[src/rtl/marker_corner_tracker.sv]
// Corner tracker: sorts four marker detections into TL/TR/BL/BR once per frame,
// rejects degenerate frames, IIR-smooths accepted corners and keeps a lock flag.

module marker_corner_iir #(
  parameter int W     = 12,
  parameter int SHIFT = 2
) (
  input  logic [W-1:0] cur,
  input  logic [W-1:0] tgt,
  output logic [W-1:0] nxt
);
  logic signed [W:0] diff;

  // Arithmetic shift floors toward -inf, so the step never overshoots tgt.
  assign diff = $signed({1'b0, tgt}) - $signed({1'b0, cur});
  assign nxt  = W'($signed({1'b0, cur}) + (diff >>> SHIFT));
endmodule

module marker_corner_tracker #(
  parameter int SCREEN_WIDTH  = 1280,
  parameter int SCREEN_HEIGHT = 720,
  parameter int ALPHA_SHIFT   = 2,
  parameter int LOCK_FRAMES   = 4,
  parameter int MISS_FRAMES   = 8,
  localparam int XW = $clog2(SCREEN_WIDTH) + 1,
  localparam int YW = $clog2(SCREEN_HEIGHT) + 1
) (
  input  logic          clk_in,
  input  logic          rst_in,
  input  logic [YW-1:0] vcount_in,
  input  logic [XW-1:0] xcount0_in,
  input  logic [XW-1:0] xcount1_in,
  input  logic [XW-1:0] xcount2_in,
  input  logic [XW-1:0] xcount3_in,
  input  logic [YW-1:0] ycount0_in,
  input  logic [YW-1:0] ycount1_in,
  input  logic [YW-1:0] ycount2_in,
  input  logic [YW-1:0] ycount3_in,
  input  logic [YW-1:0] diameter0_in,
  input  logic [YW-1:0] diameter1_in,
  input  logic [YW-1:0] diameter2_in,
  input  logic [YW-1:0] diameter3_in,
  input  logic [3:0]    valid_in,
  output logic [XW-1:0] tl_x_out,
  output logic [XW-1:0] tr_x_out,
  output logic [XW-1:0] bl_x_out,
  output logic [XW-1:0] br_x_out,
  output logic [YW-1:0] tl_y_out,
  output logic [YW-1:0] tr_y_out,
  output logic [YW-1:0] bl_y_out,
  output logic [YW-1:0] br_y_out,
  output logic [YW-1:0] diam_out,
  output logic          update_out,
  output logic          locked_out,
  output logic          busy_out
);
  localparam int GW = $clog2(LOCK_FRAMES + 1);
  localparam int MW = $clog2(MISS_FRAMES + 1);

  typedef enum logic [2:0] {IDLE, CENT, CLS0, CLS1, CLS2, CLS3, CHECK, UPD} state_t;

  state_t state, state_nxt;

  logic [YW-1:0]          prev_vcount;
  logic                   frame_end;
  logic [3:0][XW-1:0]     tgt_x;
  logic [3:0][YW-1:0]     tgt_y, tgt_d;
  logic [XW-1:0]          cx;
  logic [YW-1:0]          cy;
  logic [YW+1:0]          dsum;
  logic [XW+1:0]          sum_x;
  logic [YW+1:0]          sum_y, sum_d;
  // Slot / track index: 0=TL 1=TR 2=BL 3=BR
  logic [3:0][XW-1:0]     slot_x, trk_x, iir_x;
  logic [3:0][YW-1:0]     slot_y, trk_y, iir_y;
  logic [YW-1:0]          diam;
  logic [3:0]             filled;
  logic                   dup, frame_ok;
  logic [1:0]             cidx, slot;
  logic                   cls_en, latch, good_ev, bad_ev;
  logic [GW-1:0]          good_cnt;
  logic [MW-1:0]          miss_cnt;
  logic                   track_valid, locked, update;

  assign frame_end = (vcount_in == '0) && (prev_vcount != '0);
  assign frame_ok  = !dup && (&filled);

  always_comb begin
    sum_x = (XW+2)'(tgt_x[0]) + (XW+2)'(tgt_x[1]) + (XW+2)'(tgt_x[2]) + (XW+2)'(tgt_x[3]);
    sum_y = (YW+2)'(tgt_y[0]) + (YW+2)'(tgt_y[1]) + (YW+2)'(tgt_y[2]) + (YW+2)'(tgt_y[3]);
    sum_d = (YW+2)'(tgt_d[0]) + (YW+2)'(tgt_d[1]) + (YW+2)'(tgt_d[2]) + (YW+2)'(tgt_d[3]);
  end

  // Ties against the centroid fall to the right/bottom side.
  assign slot = {~(tgt_y[cidx] < cy), ~(tgt_x[cidx] < cx)};

  always_ff @(posedge clk_in or negedge rst_in) begin
    if (!rst_in) state <= IDLE;
    else         state <= state_nxt;
  end

  always_comb begin
    state_nxt = state;
    latch     = 1'b0;
    good_ev   = 1'b0;
    bad_ev    = 1'b0;
    cls_en    = 1'b0;
    cidx      = 2'd0;
    case (state)
      IDLE: if (frame_end) begin
        latch = 1'b1;
        if (&valid_in) state_nxt = CENT;
        else           bad_ev    = 1'b1;
      end
      CENT: state_nxt = CLS0;
      CLS0: begin cls_en = 1'b1; cidx = 2'd0; state_nxt = CLS1; end
      CLS1: begin cls_en = 1'b1; cidx = 2'd1; state_nxt = CLS2; end
      CLS2: begin cls_en = 1'b1; cidx = 2'd2; state_nxt = CLS3; end
      CLS3: begin cls_en = 1'b1; cidx = 2'd3; state_nxt = CHECK; end
      CHECK: begin
        if (frame_ok) state_nxt = UPD;
        else begin
          bad_ev    = 1'b1;
          state_nxt = IDLE;
        end
      end
      UPD: begin good_ev = 1'b1; state_nxt = IDLE; end
      default: state_nxt = IDLE;
    endcase
  end

  for (genvar i = 0; i < 4; i++) begin : g_lane
    marker_corner_iir #(.W(XW), .SHIFT(ALPHA_SHIFT)) u_iir_x (
      .cur(trk_x[i]), .tgt(slot_x[i]), .nxt(iir_x[i]));
    marker_corner_iir #(.W(YW), .SHIFT(ALPHA_SHIFT)) u_iir_y (
      .cur(trk_y[i]), .tgt(slot_y[i]), .nxt(iir_y[i]));
  end

  // Capture, centroid and classification datapath.
  always_ff @(posedge clk_in or negedge rst_in) begin
    if (!rst_in) begin
      prev_vcount <= '0;
      tgt_x       <= '0;
      tgt_y       <= '0;
      tgt_d       <= '0;
      cx          <= '0;
      cy          <= '0;
      dsum        <= '0;
      slot_x      <= '0;
      slot_y      <= '0;
      filled      <= '0;
      dup         <= 1'b0;
    end else begin
      prev_vcount <= vcount_in;
      if (latch) begin
        tgt_x <= {xcount3_in, xcount2_in, xcount1_in, xcount0_in};
        tgt_y <= {ycount3_in, ycount2_in, ycount1_in, ycount0_in};
        tgt_d <= {diameter3_in, diameter2_in, diameter1_in, diameter0_in};
      end
      if (state == CENT) begin
        cx     <= XW'(sum_x >> 2);
        cy     <= YW'(sum_y >> 2);
        dsum   <= sum_d;
        filled <= '0;
        dup    <= 1'b0;
      end
      if (cls_en) begin
        slot_x[slot] <= tgt_x[cidx];
        slot_y[slot] <= tgt_y[cidx];
        filled[slot] <= 1'b1;
        if (filled[slot]) dup <= 1'b1;
      end
    end
  end

  // Track outputs and lock bookkeeping.
  always_ff @(posedge clk_in or negedge rst_in) begin
    if (!rst_in) begin
      trk_x       <= '0;
      trk_y       <= '0;
      diam        <= '0;
      update      <= 1'b0;
      track_valid <= 1'b0;
      locked      <= 1'b0;
      good_cnt    <= '0;
      miss_cnt    <= '0;
    end else begin
      update <= good_ev;
      if (good_ev) begin
        trk_x       <= track_valid ? iir_x : slot_x;
        trk_y       <= track_valid ? iir_y : slot_y;
        diam        <= YW'(dsum >> 2);
        track_valid <= 1'b1;
        miss_cnt    <= '0;
        if (good_cnt != GW'(LOCK_FRAMES)) good_cnt <= good_cnt + 1'b1;
        if (good_cnt >= GW'(LOCK_FRAMES - 1)) locked <= 1'b1;
      end
      if (bad_ev) begin
        good_cnt <= '0;
        if (miss_cnt != MW'(MISS_FRAMES)) miss_cnt <= miss_cnt + 1'b1;
        // A lost track forces the next good frame to reload instead of smoothing.
        if (miss_cnt >= MW'(MISS_FRAMES - 1)) begin
          locked      <= 1'b0;
          track_valid <= 1'b0;
        end
      end
    end
  end

  assign tl_x_out   = trk_x[0];
  assign tr_x_out   = trk_x[1];
  assign bl_x_out   = trk_x[2];
  assign br_x_out   = trk_x[3];
  assign tl_y_out   = trk_y[0];
  assign tr_y_out   = trk_y[1];
  assign bl_y_out   = trk_y[2];
  assign br_y_out   = trk_y[3];
  assign diam_out   = diam;
  assign update_out = update;
  assign locked_out = locked;
  assign busy_out   = (state != IDLE);
endmodule

[config.mk]
export PLATFORM = sky130hd
export DESIGN_NAME = marker_corner_tracker
export DESIGN_NICKNAME = d
export VERILOG_FILES = /design/src/rtl/marker_corner_tracker.sv
export SDC_FILE = /design/constraint.sdc
export NUM_CORES = 1
export LEC_CHECK = 0
export CORE_UTILIZATION = 40
export DETAILED_ROUTE_END_ITERATION = 8
export SLEW_MARGIN = 20
export SYNTH_ARGS = -nofsm -noshare
export SYNTH_HDL_FRONTEND = slang
export SYNTH_SLANG_ARGS = --single-unit
[constraint.sdc]
create_clock -name clk_in -period 5.3 [get_ports clk_in]
set_input_delay 1.06 -clock clk_in [delete_from_list [all_inputs] [get_ports clk_in]]
set_output_delay 1.06 -clock clk_in [all_outputs]
set_load 0.02 [all_outputs]
* Word-level counts from Yosys, hierarchy flattened *
Cells that the tools add are included.
W data, S select, Z words.

word-level totals
  bits of input ports = 153
  logic and storage cells = 151
  flip-flop bits (word level) = 396

operators by class
  equality and inequality tests = 11
  add/subtract/negate cells = 27
  order comparisons = 7
  multiplexer cells = 47
  bitwise gates (word level) = 3
  reduce and logical (&&, ||, !) cells = 15

operators by type and width
  cell              count
  $sub A12 B12 Y13  4
  $add A12 B11 Y12  4
  $bwmux W48        1
  $mux W48          1
  $sub A11 B11 Y12  4
  $add A11 B10 Y11  4
  $bwmux W44        1
  $mux W44          1
  $add A12 B11 Y13  2
  $add A13 B11 Y13  2
  $add A11 B11 Y12  2
  $bmux W12 S2      1
  $demux W12 S2     1
  $mux W12          2
  $pmux W3 S8       1
  $bmux W11 S2      1
  $demux W11 S2     1
  $mux W11          2
  $mux W4           5
  $mux W1           19
  $mux W3           6
  $add A13 B12 Y14  1
  $add A14 B12 Y14  1
  $add A12 B12 Y13  1
  30 further kinds  42

* Depth between registers and ports, before layout *
Gate-level depths: netlist of run 1.

  depth after elaboration = 12
  mapped depth = 20
  gate-level depth less buffers = 20

* Cells and area by module *
From an unflattened synthesis of run 1, not the netlist that was laid out.

unflattened totals
  cell total of the unflattened synthesis = 2,654
  area, all modules = 27,357.5 sq um

by module, submodules not included
  module                                      area each (sq um)  cells an instance  seq. area each (sq um)  instances
  marker_corner_tracker                       20,011.7           1,700              9,859.5                 1
  marker_corner_iir at g_lane[0].u_iir_x ...  973.4              125                0.0                     3
  marker_corner_iir at g_lane[0].u_iir_y ...  858.3              114                0.0                     3
  marker_corner_iir at g_lane[3].u_iir_x      983.4              124                0.0                     1
  marker_corner_iir at g_lane[1].u_iir_y      867.1              113                0.0                     1

* Worst setup path before layout of run 1 *
OpenSTA, ideal clock, no wires.

  path kind = register -> register
  start point = reg state[1]
  end point = reg slot_x[25] in the netlist's numbering
  arrival time = 4,558 ps
  clock period less this slack = 4,683 ps
  path buffers = 4
  slack = 617 ps
  stages on the path, launching flop included = 18
  data required time = 5,175 ps
  cells stage by stage = dfrtp_1 -> buf_4 -> inv_1 -> ha_1 -> buf_1 -> clkbuf_1 -> mux4_2 -> ha_1 -> a21oi_1 -> o21ai_0 -> a21o_1 -> a211oi_1 -> nor2_1 -> nor3_4 -> inv_2 -> nor2_4 -> buf_4 -> mux2_2

on the way
  cells in the longest elaborated chain, start to end = 11
  elaborated cells on any way between the ends = 21
  those cells by class = order compare: 4; eq/ne: 4; mux: 9; bitwise: 2; reduce/logical: 2

RTL lines
  item                                                                       RTL line  text
  from (decl)                                                                62        state_t state, state_nxt;
  from (signal assigned)                                                     99        else state <= state_nxt;
  $eq A3 B3 Y1 / $eq A3 B2 Y1 (equally long branches)                        109       case (state)
  $pmux W2 S3                                                                109
  $bmux W12 S2 / $bmux W11 S2 (equally long branches)                        95, 168
  $mux W12 (not written as such) / $mux W11 (equally long branches)          95, 168
  $lt A12 B12 Y1 / $lt A11 B11 Y1 (equally long branches)                    95        assign slot = {~(tgt_y[cidx] < cy), ~(tgt_x[cidx] < cx)};
  $not A1 Y1                                                                 95
  $lt A2 B3 Y1 (not written as such) / $ge A2 B1 Y1 (equally long branches)  168       slot_x[slot] <= tgt_x[cidx];
  $logic_and A1 B1 Y1 (not written as such)                                  168
  $mux W12 (not written as such)                                             168
  $demux W12 S2                                                              168
  $bwmux W48                                                                 168
  to (signal, indexed assignment)                                            168
  to (decl)                                                                  74        logic [3:0][XW-1:0] slot_x, trk_x, iir_x;

Several ways; a longest one is shown, not always the timed one. The select of a mux whose other input is x is not followed.
A chain may end at the register's enable or synchronous reset.

* Worst setup path in the final report of run 1 *
  start point = reg state[1]
  end point = reg slot_y[26] in the netlist's numbering

on the way
  cells in the longest elaborated chain, start to end = 11
  elaborated cells on any way between the ends = 21
  those cells by class = order compare: 4; eq/ne: 4; mux: 9; bitwise: 2; reduce/logical: 2

RTL lines
  item                                                                       RTL line  text
  $eq A3 B3 Y1 / $eq A3 B2 Y1 (equally long branches)                        109
  $pmux W2 S3                                                                109
  $bmux W12 S2 / $bmux W11 S2 (equally long branches)                        95, 169
  $mux W12 (not written as such) / $mux W11 (equally long branches)          95, 169
  $lt A12 B12 Y1 / $lt A11 B11 Y1 (equally long branches)                    95
  $not A1 Y1                                                                 95
  $lt A2 B3 Y1 (not written as such) / $ge A2 B1 Y1 (equally long branches)  169       slot_y[slot] <= tgt_y[cidx];
  $logic_and A1 B1 Y1 (not written as such)                                  169
  $mux W11 (not written as such)                                             169
  $demux W11 S2                                                              169
  $bwmux W44                                                                 169
  to (signal, indexed assignment)                                            169
  to (decl)                                                                  75        logic [3:0][YW-1:0] slot_y, trk_y, iir_y;

Several ways; a longest one is shown, not always the timed one. The select of a mux whose other input is x is not followed.

==> results.json, run 1 <==
{
  "synthArstFlopShare_pct": 100,
  "grtUsageTotal_pct": 20.3,
  "clkLatencyLatePin_ps": 590,
  "drc": 0,
  "fin_crit_ps": 4540,
  "critPathSlowestCell": "mux4_2",
  "dieArea_um2": 66000,
  "tritoncts": "built",
  "antenna_found_initial": 11,
  "fp.dieH_um": 257,
  "yosysMostFrequentCell": "dfrtp_1",
  "clk_pin_slew_ps": 60,
  "p_sw_share_pct": 22.2,
  "power_density_nw_per_um2": 217,
  "critPathLaunch": "state[1]",
  "drt_iter0_markers": 973,
  "yosys_warnings": 0,
  "wl_um": 65900,
  "internal-power_uw": 5260,
  "slowest_delay_ps": 660,
  "max_freq_mhz": 220,
  "hold_viol": 0,
  "power_uw": 6760,
  "critical_path.max_fanout": 24,
  "crit_required_ps": 5760,
  "syn_area_um2": 26000,
  "grt_pass1_wl_um": 106000,
  "maxCapViolations": 0,
  "synth_edf_count": 0,
  "cts.sinks": 394,
  "area_growth_pct": 19.9,
  "reg2reg_depth": 14,
  "worstSetupStartpointType": "flop",
  "leakage_uw": 0.0152,
  "finalClockSkew_ps": 16.6,
  "syn-mean-instance-area_um2": 10.5,
  "final-setup-viol-count": 0,
  "hold_path.class": "input port to async pin",
  "core_area_um2": 64300,
  "grt_max_degree": 120,
  "cts_buffer_depth": 3,
  "synth.distinct_cells": 70,
  "grt_pass1_vias": 19600,
  "end_kind": "flop",
  "cts_buffers": 47,
  "ys.flop_type": "dfrtp_1",
  "ys_ff_latch": 394,
  "post_cts_buffers": 0,
  "dieWidth_um": 257,
  "vias": 19000,
  "post_cts_resized": 0,
  "htreeDepth": 2,
  "synth_top_area_share_pct": 37.9,
  "status": "completed",
  "timing.rr.start": "state[1]",
  "critPathKind": "flop to flop",
  "holdBufCountCts": 0,
  "pwr-share-clk_pct": 50.4,
  "ant_nets": 0,
  "rsz0062_at_grt": "no",
  "drive_gt1_share_pct": 13.5,
  "min_period_over_period_pct": 85.7,
  "rr_endpoint": "slot_y[26]",
  "rrSetupSlack_ps": 760,
  "initial_core_util_pct": 40.4,
  "fin_tns_setup_ps": 0,
  "nNetsFinal": 3189,
  "ir_worst_vdd_v": 0.000202,
  "gp_congestion": 0.866,
  "final_max_slew_viol_count": 0,
  "cp.arrival_ps": 5000,
  "syn_nets": 2938,
  "synthTopCellsByCount": "394 x dfrtp_1, 237 x ha_1, 219 x mux2_2",
  "crit_chain": "inv_1, ha_2, mux4_2, ha_1, a21oi_1, o21ai_0, a21o_1, a211oi_1, nor2_1, nor3_4, inv_2, nor2_4, buf_4, mux2_2",
  "port_buffers": 258,
  "power_frac_seq_pct": 45.1,
  "synth.area.top_cells": "dfrtp_1 38%, ha_1 11%, mux2_2 9.5%",
  "power_switching_uw": 1500,
  "dr.pass1.iters": 5,
  "tightestPinTransition_ps": 1040,
  "synth_area_leader_cell": "dfrtp_1",
  "vias_per_cell": 5.25,
  "overflow": 0,
  "post-dp-hpwl_um": 50500,
  "ios": 259,
  "fillCellCount": 5772,
  "rows": 93,
  "maxSlewHeadroom_pct": 30.4,
  "pwr-share-comb_pct": 4.5,
  "yosysSeqAreaShare_pct": 37.9,
  "synthCells": 2472,
  "root_buffer": "clkbuf_16",
  "wl_per_cell_um": 18.2
}
## how the worst max path moves through the flow
stage,to,slack [ps]
after floorplan,slot_x[25],620
after global placement,slot_x[30],800
after detailed placement,slot_y[28],720
after CTS,slot_y[31],700
after global routing,slot_y[31],430
final,slot_y[26],760
## registers in the layout, summed over array words and instances, names as in the netlist, 44 cells and up
| register | flops |
|---|---|
| tgt_x | 48 |
| tgt_y | 44 |
| slot_y | 44 |
| tgt_d | 44 |
| slot_x | 48 |
## power by group through the flow
| stage | Clock (uW) | Sequential (uW) | Combinational, uW |
|---|---|---|---|
| after detailed placement | 0 | 3100 | 313 |
| after global routing | 3620 | 3050 | 342 |
| after floorplan | 0 | 3100 | 98.2 |
| final | 3410 | 3050 | 306 |
| after CTS | 3510 | 3050 | 314 |
| after global placement | 0 | 3100 | 305 |
## metrics by stage
stage	cells	utilization, %	setup WS (ps)	cell area, um2	hold WS, ps
after floorplan	2472	-	617	26000	435
after global placement	3528	45.9	805	29500	448
after detailed placement	3528	45.9	716	29500	457
after CTS	3610	48.4	697	31100	469
after global routing	3611	48.4	431	31200	333
final	3615	48.4	760	31200	349
## logic make-up (layout without fill, tap and decap cells)
family                     Yosys count  after routing  synth area share (%)
and+or+nand+nor                    542            542                  9.45
AOI/OAI and AO/OA                  447            447                  10.8
DFF                                394            394                  37.9
muxes                              330            330                  14.9
adders and majority gates          313            313                  17.3
buffers and inverters              294            578                  4.46
xor gates and xnor gates           152            152                  5.15
other                                0              4                     0
## final cells by class
class                      instances  area [um2]  share of cell area (%)
multi-input combinational       1784       15000                    48.2
sequential                       394        9860                    31.7
clock buffer                      63        1350                    4.33
clock inverter                    19         262                   0.839
timing repair buffer             277        2780                    8.92
inverter                         219         822                    2.64
tap                              855        1070                    3.43
antenna                            4        10.0                  0.0321
## critical path: cells and delay by family (launching register included)
| kind | cells | cell delay (ps) |
|---|---|---|
| adders and majority gates | 2 | 920 |
| buffers and inverters | 3 | 630 |
| muxes | 2 | 1040 |
| DFF | 1 | 540 |
| and+or+nand+nor | 3 | 600 |
| AOI/OAI and AO/OA | 4 | 670 |
## layer usage
metal / up-vias / GRT usage, % / part of all wire (%)
met5: - / 0 / 0.12
met3: 124 / 5.46 / 6.6
met1: 9267 / 26.2 / 44
li1: 9166 / - / -
met4: 14 / 6.55 / 3.0
met2: 397 / 33.0 / 46
## placed cells by master (no fill, tap or decap), drive strengths merged, types with 6 or more instances in the layout
| master | instances |
|---|---|
| ha | 237 |
| clkinv | 9 |
| nor3 | 59 |
| o21ai | 167 |
| or3 | 9 |
| nand2 | 219 |
| bufinv | 6 |
| a21boi | 9 |
| o21bai | 8 |
| nor2 | 132 |
| clkbuf | 63 |
| dfrtp | 394 |
| a21oi | 92 |
| a21o | 37 |
| a211oi | 13 |
| xnor2 | 120 |
| fa | 76 |
| buf | 20 |
| mux2 | 229 |
| mux2i | 78 |
| nand3 | 38 |
| mux4 | 23 |
| a211o | 6 |
| o31ai | 11 |
| clkdlybuf4s50 | 257 |
| xor2 | 32 |
| o21a | 31 |
| a2111oi | 6 |
| nand2b | 10 |
| nor2b | 30 |
| nor4 | 8 |
| o41ai | 12 |
| and3 | 17 |
| a31oi | 13 |
| inv | 221 |
| o211ai | 10 |
Note: power is estimated with default switching activity, not from simulation.
==> run 2: changes to the inputs <==
==> constraint.sdc (replaced) <==
create_clock -name clk_in -period 5.3 [get_ports clk_in]
set_input_delay 0.795 -clock clk_in [delete_from_list [all_inputs] [get_ports clk_in]]
set_output_delay 0.795 -clock clk_in [all_outputs]
set_load 0.02 [all_outputs]
==> results.json, run 2 (synthesis results as in run 1) <==
{
  "status": "completed",
  "tritoncts": "built",
  "critPathKind": "flop to flop",
  "power_frac_seq_pct": 44.4,
  "slowest_delay_ps": 680,
  "nNetsFinal": 3188,
  "p_sw_share_pct": 22.3,
  "finalClockSkew_ps": 14.5,
  "initial_core_util_pct": 40.4,
  "cp.arrival_ps": 5100,
  "fin_crit_ps": 4640,
  "maxCapViolations": 0,
  "maxSlewHeadroom_pct": 30.6,
  "vias_per_cell": 5.24,
  "pwr-share-comb_pct": 4.4,
  "rrSetupSlack_ps": 660,
  "critical_path.max_fanout": 24,
  "hold_path.class": "input port to async pin",
  "leakage_uw": 0.0152,
  "post_cts_resized": 0,
  "power_uw": 6870,
  "clkLatencyLatePin_ps": 590,
  "overflow": 0,
  "ios": 259,
  "grt_pass1_wl_um": 107000,
  "internal-power_uw": 5340,
  "cts_buffer_depth": 3,
  "wl_per_cell_um": 18.3,
  "power_density_nw_per_um2": 220,
  "crit_required_ps": 5760,
  "htreeDepth": 2,
  "critPathSlowestCell": "ha_2",
  "reg_top3": "slot_x: 48 flops, tgt_x: 48 flops",
  "grt_max_degree": 133,
  "cts_buffers": 48,
  "tightestPinTransition_ps": 1040,
  "fin_ws_ps": 661,
  "drc": 0,
  "mostFrequentLayoutCell": "dfrtp_1",
  "port_buffers": 258,
  "ir_worst_vdd_v": 0.000201,
  "cts.sinks": 394,
  "rows": 93,
  "grtUsageTotal_pct": 20.3,
  "holdBufCountCts": 0,
  "clk_pin_slew_ps": 60,
  "vias": 18900,
  "min_period_over_period_pct": 87.5,
  "gp_congestion": 0.884,
  "hold_viol": 0,
  "end_kind": "flop",
  "dr.pass1.iters": 5,
  "dieWidth_um": 257,
  "dp_worst_setup_slack_ps": 678,
  "area_growth_pct": 20.0,
  "drive_gt1_share_pct": 13.6,
  "crit_chain": "ha_2, mux4_2, ha_1, a21oi_1, o21ai_0, a21o_1, a211oi_1, nor2_1, nor3_4, inv_2, nor2_4, buf_4, mux2_2",
  "final-setup-viol-count": 0,
  "final_max_slew_viol_count": 0,
  "layout_common_cells": "393 x dfrtp_1, 257 x clkdlybuf4s50_1, 236 x ha_1, 219 x mux2_2, 217 x inv_1",
  "power_switching_uw": 1530,
  "post_cts_buffers": 0,
  "post-dp-hpwl_um": 50400,
  "fin_tns_setup_ps": 0,
  "rsz0062_at_grt": "no",
  "finalHoldWorstSlack_ps": 201,
  "multi_input_area_um2": 15000,
  "antenna_found_initial": 11,
  "dieArea_um2": 66000,
  "core_area_um2": 64300,
  "drt_iter0_markers": 970,
  "pwr-share-clk_pct": 51.2,
  "root_buffer": "clkbuf_16",
  "ant_nets": 0,
  "max_freq_mhz": 216,
  "fp.dieH_um": 257,
  "wl_um": 66000,
  "seq_area_um2": 9860,
  "fillCellCount": 5818,
  "grt_pass1_vias": 19800,
  "worstSetupStartpointType": "flop"
}
[run 2: changes by cell type in the layout (fill, tap and decap cells not counted), moves of 2 or more]
| cell | delta |
|---|---|
| buf_4 | -2 |
| bufinv_16 | +3 |
| clkbuf_8 | -4 |
| clkinv_2 | +3 |
| clkinv_4 | +2 |
| clkinvlp_4 | +2 |
| diode_2 | -3 |
[run 2: worst max-delay path: cells and delay by family, from the launching register on]
family	cells	cell delay [ps]
adders and majority gates	2	1000
muxes	2	1040
DFF	1	630
and+or+nand+nor	3	620
AOI/OAI and AO/OA	4	710
buffers and inverters	2	490
[run 2: cell type report]
class	instances	area share [%]
Clock inverter	29	1.30
Inverter	219	2.63
Antenna cell	1	0.00802
Clock buffer	59	4.08
Tap cell	855	3.43
Sequential cell	394	31.6
Multi-Input combinational cell	1784	48.1
Timing Repair Buffer	275	8.83
[run 2: worst paths after layout]
| path | start | to | cells past startpoint |
|---|---|---|---|
| setup / recovery | state[2] | slot_x[27] | 13 |
| hold / removal | rst_in | tgt_d[20] | 1 |
| setup reg to reg | state[2] | slot_x[27] | 13 |
| hold reg to reg | dsum[7] | diam_out[5] | 2 |
| max in group asynchronous | rst_in | track_valid | 2 |
| min in group clk_in | dsum[7] | diam_out[5] | 2 |
[run 2: through the flow]
| step | util (%) | instance area [um2] | instances |
|---|---|---|---|
| final | 48.5 | 31200 | 3616 |
| after floorplan | - | 26000 | 2472 |
| after CTS | 48.5 | 31200 | 3615 |
| after global placement | 45.9 | 29500 | 3527 |
| after detailed placement | 45.9 | 29500 | 3527 |
| after global routing | 48.5 | 31200 | 3615 |
[run 2: power groups by stage]
stage	clock [uW]	combinational (uW)	sequential, uW
floorplan	0	98.2	3100
global placement	0	305	3100
detailed placement	0	312	3100
CTS	3620	314	3050
global route	3730	340	3050
finish	3520	304	3050
[run 2: metal layers]
layer	vias up	wire length [um]	global-route usage, %
met5	-	109	0
met4	18	1340	5.14
met3	98	3490	4.37
met2	353	31300	33.9
met1	9334	29800	26.7
li1	9138	-	-
